`src/rtl/cpu_fetch_if.sv`:
```
// cpu_fetch_if: instruction-memory request/response bus between the fetch stage and memory
//   req   : one-cycle fetch request pulse (fetch -> memory)
//   addr  : fetch address, valid with req (fetch -> memory)
//   rdata : returned instruction (memory -> fetch)
//   vld   : response strobe for the single outstanding request (memory -> fetch)
interface cpu_fetch_if #(
  parameter int PC_W    = 32,
  parameter int INSTR_W = 32
);
  logic               req;
  logic [PC_W-1:0]    addr;
  logic [INSTR_W-1:0] rdata;
  logic               vld;
  modport master (output req, addr, input rdata, vld);
  modport slave  (input req, addr, output rdata, vld);
endinterface

```
`src/rtl/cpu_fetch.sv`:
```
// cpu_fetch: instruction-fetch stage with one request in flight, one buffered response and the IF/DEC register
//   clk, rst_n    : core clock, asynchronous active-low reset
//   rd_wrt_stall  : RAW hazard stall, holds IF register and PC
//   jb_stall      : unresolved jump/branch, stops issuing and emits bubbles
//   br_taken      : one-cycle redirect pulse, br_target carries the new PC
//   imem          : instruction-memory bus (master side)
//   if_instr/if_pc/if_vld : IF/DEC pipeline register
module cpu_fetch #(
  parameter int              PC_W     = 32,
  parameter int              INSTR_W  = 32,
  parameter logic [PC_W-1:0] RESET_PC = '0,
  parameter int              PC_INC   = 4
) (
  input  logic               clk,
  input  logic               rst_n,
  input  logic               rd_wrt_stall,
  input  logic               jb_stall,
  input  logic               br_taken,
  input  logic [PC_W-1:0]    br_target,
  cpu_fetch_if.master        imem,
  output logic [INSTR_W-1:0] if_instr,
  output logic [PC_W-1:0]    if_pc,
  output logic               if_vld
);
  typedef enum logic [1:0] {S_BOOT, S_ISSUE, S_WAIT, S_FULL} state_t;
  state_t             r_state, w_state_nxt;
  logic [PC_W-1:0]    r_pc, w_pc_nxt;
  logic [PC_W-1:0]    r_req_pc, w_req_pc_nxt;
  logic [PC_W-1:0]    r_addr, w_addr_nxt;
  logic [PC_W-1:0]    r_if_pc, w_if_pc_nxt;
  logic [INSTR_W-1:0] r_buf, w_buf_nxt;
  logic [INSTR_W-1:0] r_if_instr, w_if_instr_nxt;
  logic               r_req, w_req_nxt;
  logic               r_drop, w_drop_nxt;
  logic               r_if_vld, w_if_vld_nxt;
  logic               w_advance;
  logic               w_new_vld;
  logic [INSTR_W-1:0] w_new_instr;
  always_comb begin
    w_advance   = !rd_wrt_stall && !jb_stall;
    // a fresh instruction is either the live response (unless it is stale or being redirected) or the buffered one
    w_new_vld   = (r_state == S_WAIT && imem.vld && !r_drop && !br_taken) || r_state == S_FULL;
    w_new_instr = r_state == S_FULL ? r_buf : imem.rdata;
    w_state_nxt = r_state;
    w_pc_nxt    = r_pc;
    w_req_pc_nxt = r_req_pc;
    w_addr_nxt  = r_addr;
    w_buf_nxt   = r_buf;
    w_req_nxt   = 1'b0;
    w_drop_nxt  = r_drop;
    unique case (r_state)
      S_BOOT: w_state_nxt = S_ISSUE;
      S_ISSUE: begin
        if (br_taken) w_pc_nxt = br_target;
        else if (w_advance) begin
          w_req_nxt    = 1'b1;
          w_addr_nxt   = r_pc;
          w_req_pc_nxt = r_pc;
          w_pc_nxt     = r_pc + PC_W'(PC_INC);
          w_state_nxt  = S_WAIT;
        end
      end
      S_WAIT: begin
        if (imem.vld) begin
          w_drop_nxt  = 1'b0;
          w_pc_nxt    = br_taken ? br_target : r_pc;
          w_state_nxt = (r_drop || br_taken || w_advance) ? S_ISSUE : S_FULL;
          w_buf_nxt   = (!r_drop && !br_taken && !w_advance) ? imem.rdata : r_buf;
        end else if (br_taken) begin
          // the in-flight response now belongs to the old path; remember to throw it away
          w_pc_nxt   = br_target;
          w_drop_nxt = 1'b1;
        end
      end
      S_FULL: begin
        w_pc_nxt    = br_taken ? br_target : r_pc;
        w_state_nxt = (br_taken || w_advance) ? S_ISSUE : S_FULL;
      end
    endcase
    w_if_pc_nxt    = r_if_pc;
    w_if_instr_nxt = '0;
    w_if_vld_nxt   = 1'b0;
    if (!br_taken && rd_wrt_stall) begin
      w_if_instr_nxt = r_if_instr;
      w_if_vld_nxt   = r_if_vld;
    end else if (!br_taken && w_new_vld && !jb_stall) begin
      w_if_instr_nxt = w_new_instr;
      w_if_pc_nxt    = r_req_pc;
      w_if_vld_nxt   = 1'b1;
    end
  end
  always_ff @(posedge clk or negedge rst_n) begin
    if (!rst_n) begin
      r_state    <= S_BOOT;
      r_pc       <= RESET_PC;
      r_req_pc   <= RESET_PC;
      r_addr     <= '0;
      r_buf      <= '0;
      r_req      <= 1'b0;
      r_drop     <= 1'b0;
      r_if_instr <= '0;
      r_if_pc    <= RESET_PC;
      r_if_vld   <= 1'b0;
    end else begin
      r_state    <= w_state_nxt;
      r_pc       <= w_pc_nxt;
      r_req_pc   <= w_req_pc_nxt;
      r_addr     <= w_addr_nxt;
      r_buf      <= w_buf_nxt;
      r_req      <= w_req_nxt;
      r_drop     <= w_drop_nxt;
      r_if_instr <= w_if_instr_nxt;
      r_if_pc    <= w_if_pc_nxt;
      r_if_vld   <= w_if_vld_nxt;
    end
  end
  assign imem.req  = r_req;
  assign imem.addr = r_addr;
  assign if_instr  = r_if_instr;
  assign if_pc     = r_if_pc;
  assign if_vld    = r_if_vld;
endmodule
```
`src/flat_wrapper.sv`:
```
// flat-port wrapper written by rule: the top's interface ports become plain ports
module cpu_fetch_flat 
#(
  parameter int              PC_W     = 32,
  parameter int              INSTR_W  = 32,
  parameter logic [PC_W-1:0] RESET_PC = '0,
  parameter int              PC_INC   = 4
)
  (clk, rst_n, rd_wrt_stall, jb_stall, br_taken, br_target, if_instr, if_pc, if_vld, imem_req, imem_addr, imem_rdata, imem_vld);
  cpu_fetch_if #(.PC_W(PC_W), .INSTR_W(INSTR_W)) imem_i ();
  input  logic clk;
  input  logic rst_n;
  input  logic rd_wrt_stall;
  input  logic jb_stall;
  input  logic br_taken;
  input  logic [PC_W-1:0] br_target;
  output logic [INSTR_W-1:0] if_instr;
  output logic [PC_W-1:0] if_pc;
  output logic if_vld;
  output wire logic [$bits(imem_i.req)-1:0] imem_req;
  output wire logic [$bits(imem_i.addr)-1:0] imem_addr;
  input wire logic [$bits(imem_i.rdata)-1:0] imem_rdata;
  input wire logic [$bits(imem_i.vld)-1:0] imem_vld;
  assign imem_req = imem_i.req;
  assign imem_addr = imem_i.addr;
  assign imem_i.rdata = imem_rdata;
  assign imem_i.vld = imem_vld;
  cpu_fetch #(.PC_W(PC_W), .INSTR_W(INSTR_W), .RESET_PC(RESET_PC), .PC_INC(PC_INC)) u_core (.clk(clk), .rst_n(rst_n), .rd_wrt_stall(rd_wrt_stall), .jb_stall(jb_stall), .br_taken(br_taken), .br_target(br_target), .imem(imem_i), .if_instr(if_instr), .if_pc(if_pc), .if_vld(if_vld));
endmodule
```
`config.mk`:
```
export PLATFORM = sky130hd
export DESIGN_NAME = cpu_fetch_flat
export DESIGN_NICKNAME = d
export VERILOG_FILES = /design/src/rtl/cpu_fetch_if.sv /design/src/rtl/cpu_fetch.sv /design/src/flat_wrapper.sv
export SDC_FILE = /design/constraint.sdc
export NUM_CORES = 1
export LEC_CHECK = 0
export ABC_AREA = 1
export CAP_MARGIN = 20
export CORE_MARGIN = 5
export CORE_UTILIZATION = 46
export DETAILED_ROUTE_END_ITERATION = 8
export GPL_ROUTABILITY_DRIVEN = 0
export PLACE_DENSITY = 0.74
export SLEW_MARGIN = 10
export SYNTH_ARGS = -nofsm -noshare
export SYNTH_HDL_FRONTEND = slang
export SYNTH_SLANG_ARGS = --single-unit
```
`constraint.sdc`:
```
create_clock -name clk -period 1.4 [get_ports clk]
set_input_delay 0.14 -clock clk [delete_from_list [all_inputs] [get_ports clk]]
set_output_delay 0.14 -clock clk [all_outputs]
set_load 0.02 [all_outputs]
```
==> summary.log <==
qor: outcome.run_status finished with violations
qor: outcome.failing_checks negative setup slack
qor: timing.max_freq 660.1 MHz
qor: worst_setup_path.rr_endpoint u_core.r_pc[14]
qor: synth.synth_top_area_share 0.5351
qor: timing.finalCriticalPeriod 1515 ps
qor: floorplanning.die-width 139.5 um
qor: routing.vias 7,581
qor: timing.period_share 1.082
qor: cts.cts-buffers-inserted 17
qor: cts.tritoncts_clock_tree done
qor: finish.finalNetCount 1,291
qor: timing.grt_setup_unrepaired true
qor: worst_setup_path.required 1720 ps
qor: routing.drt.antenna.violating_nets 0
qor: global_route.global_route.overflow_total 0
qor: timing.timing.max_slew.rel_slack 0.7600
qor: cts.cts.path.max_buffers 2
qor: finish.layout_common_cells nand2_1, dfrtp_1, dlygate4sd2_1
qor: timing.final.setup_skew 11.98 ps
qor: worst_setup_path.worstPathMaxFanout 8
qor: global_route.use_met1 0.3138
qor: worst_setup_path.setup.reg_to_reg.worst_slack -110 ps
qor: cts.clk_latency 430 ps
qor: synth.yosys-top-cells-area dfrtp_1, nand2_1, o21ai_0, nand3_1, nor2_1
qor: global_route.global_route.usage.total 0.2206
qor: timing.timing_max_transition_violations_final 0
qor: floorplanning.fp.coreArea 0.01652 mm^2
qor: synth.post_synth.cell_area_avg 7.810 um^2
qor: floorplanning.floorplan_die_height 139.5 um
qor: worst_setup_path.cp-startpoint u_core.r_state[1]
qor: global_route.grt_use_met3 0.04048
qor: routing.1st_iter_drt_viols 549
qor: synth.post_syn_nets 1,059
qor: cts.cts-root-buf clkbuf_16
qor: global_route.grt_most_used_layer met2
qor: routing.route.final.wire_length 24,830 um
qor: power_and_ir_drop.vdd_drop_max 962.6 uV
qor: worst_setup_path.end_point_of_the_critical_path u_core.r_pc[14]
qor: finish.area_growth_syn_to_layout 54.26%
qor: cts.clock_sink_count 165
qor: timing.tightestPinTransition 356.2 ps
qor: worst_setup_path.timing.critical_path.arrival 1840 ps
qor: floorplanning.floorplan.die_area 0.01946 mm^2
qor: worst_setup_path.r2r_cells 9
qor: global_route.grt_use_met2 0.3425
qor: power_and_ir_drop.post-layout-total-power 16.47 mW
qor: worst_setup_path.timing_worst_setup_path_type reg2reg
qor: placement.io_buffer_count 167
qor: finish.layout_commonest_cell nand2_1
qor: floorplanning.ioPinCount 168
qor: floorplanning.initial_utilization 0.4669
qor: finish.post-route-util 0.7203
qor: power_and_ir_drop.leakagePower 5.996 nW
qor: worst_setup_path.timing.critical_path.to_type register
qor: finish.n_fill_cell 1,196
qor: worst_setup_path.r2r-start u_core.r_state[1]
qor: timing.number_of_hold_violations_in_the_final_report 0
qor: synth.number_of_cells_produced_by_synthesis 988
qor: finish.num_antenna_cells 0
qor: routing.viasPerCell 5.217
qor: routing.post_drt_wl_per_cell 17.09 um
qor: power_and_ir_drop.cellPowerDensity 1383 mW/mm^2
qor: placement.dpl_worst_slack -305.6 ps
qor: synth.register_area_share_after_synthesis 0.5351
qor: synth.synth_area_leader_cell dfrtp_1
qor: global_route.vias_in_the_first_global_route 6,813
qor: global_route.number_of_antenna_violations_at_the_first_check_in_global_routing 0
qor: synth.postSynthRegisterBits 165
qor: routing.drt_pre_antenna_iters 6
qor: worst_hold_path.hold_path_class in2async
qor: timing.final-setup-viol-count 109
qor: finish.fraction_of_final_layout_cells_sized_beyond_drive_strength_1 0.2555
qor: worst_setup_path.critical_path.startpoint_type register
qor: global_route.first_pass_grt_wire_length 35,010 um
qor: synth.synth-warning-count 0
qor: routing.post-route-drc-count 0
qor: global_route.grt_start_max_net_pins 65
qor: synth.syn-cell-area 0.007716 mm^2
qor: cts.clock_tree.htree_level_count 4
qor: synth.ys_types 33
qor: timing.post-route-worst-setup-slack -114.9 ps
qor: cts.path_clk_slew 70 ps
qor: job.number_of_maximum_capacitance_violations 0
qor: floorplanning.fp-row-count 47
qor: placement.estimated_wirelength_of_the_detail_placed_design 15,140 um
[power by group]
group	internal [mW]	switching, mW	leakage [nW]
Sequential	5.67	0.899	2.15
Clock	2.67	2.05	0.291
Combinational	2.18	2.99	3.55
Total	10.5	5.95	6.00
[state kept, by name, indices dropped and copies added (netlist names)]
name and cells:
u_core.if_instr 32, u_core.if_pc 32, u_core.if_vld 1, u_core.imem.addr 32
u_core.imem.req 1, u_core.r_buf 32, u_core.r_drop 1, u_core.r_pc 32
u_core.r_state 2
[through the flow]
stage | setup TNS [ps] | hold slack (ps) | cells | area, um^2
floorplan | 0 | -155.6 | 988 | 7719
global placement | -29530 | 57.90 | 1383 | 10050
detailed placement | -34600 | 55.91 | 1383 | 10050
CTS | -73.07 | 167.7 | 1423 | 10680
global route | -13700 | 207.9 | 1453 | 11900
finish | -5254 | 169.1 | 1453 | 11900
[worst min-delay path by stage]
stage / start / endpoint / slack (ps) / cells past startpoint
final: rst_n / u_core.r_buf[17] / 170 / 2
after global routing: rst_n / u_core.r_buf[14] / 210 / 2
after CTS: rst_n / u_core.r_buf[17] / 170 / 2
after detailed placement: rst_n / u_core.r_buf[16] / 60 / 1
after global placement: rst_n / u_core.r_buf[0] / 60 / 1
after floorplan: rst_n / u_core.if_instr[0] / -160 / 0
[Yosys cell counts (all sizes together)]
| cell type | number |
|---|---|
| inv | 83 |
| mux2 | 2 |
| nand2 | 317 |
| dfrtp | 165 |
| nand4 | 3 |
| nand3 | 96 |
| nand3b | 1 |
| or2 | 1 |
| clkinv | 1 |
| a21oi | 9 |
| ha | 1 |
| clkbuf | 29 |
| buf | 22 |
| a31oi | 2 |
| xor2 | 4 |
| nor3 | 3 |
| o21ai | 149 |
| nor2 | 92 |
| o211ai | 1 |
| a22oi | 1 |
| o22ai | 6 |
[critical path: stages, from the launching register on]
cell,delay [ps]
dfrtp_2,470
buf_6,150
nor2_4,180
buf_12,170
buf_4,130
nand3_2,80
o21ai_2,70
nand2_1,70
nand2_1,50
inv_1,30
[logic make-up (layout without fill, tap and decap cells)]
group,after synthesis,in the layout,share of synthesized area
fa+ha+maj,1,1,0.001621
compound gates,168,168,0.1114
mux,2,2,0.002919
flops,165,165,0.5351
simple gates,513,514,0.2714
xor+xnor,4,4,0.004540
buf+inv,135,379,0.07297
[layout make-up]
cell class,count,area [um^2],area share
well taps,220,275.3,0.02313
clock buffers,17,425.4,0.03574
inverters,84,326.6,0.02744
clock inverters,15,167.7,0.01409
multi-input cells,689,3819,0.3208
repair buffers,263,2754,0.2314
flip-flops and latches,165,4135,0.3474
[metal layers]
layer | up-vias | routed length, um | part of all wire
met5 | - | 0 | 0
met4 | 0 | 591 | 0.024
met3 | 45 | 1641 | 0.066
met2 | 290 | 12030 | 0.48
met1 | 3601 | 10570 | 0.43
li1 | 3645 | - | -
[what timing repair did]
item	in CTS	in global routing
setup buffers	7	14
hold buffers	1	0
gates resized for setup	129	271
pin swaps	7	28
gates cloned	0	17
setup endpoints to repair	215	115
hold endpoints to repair	142	0
No activity file was read; power rests on OpenSTA's default activity.
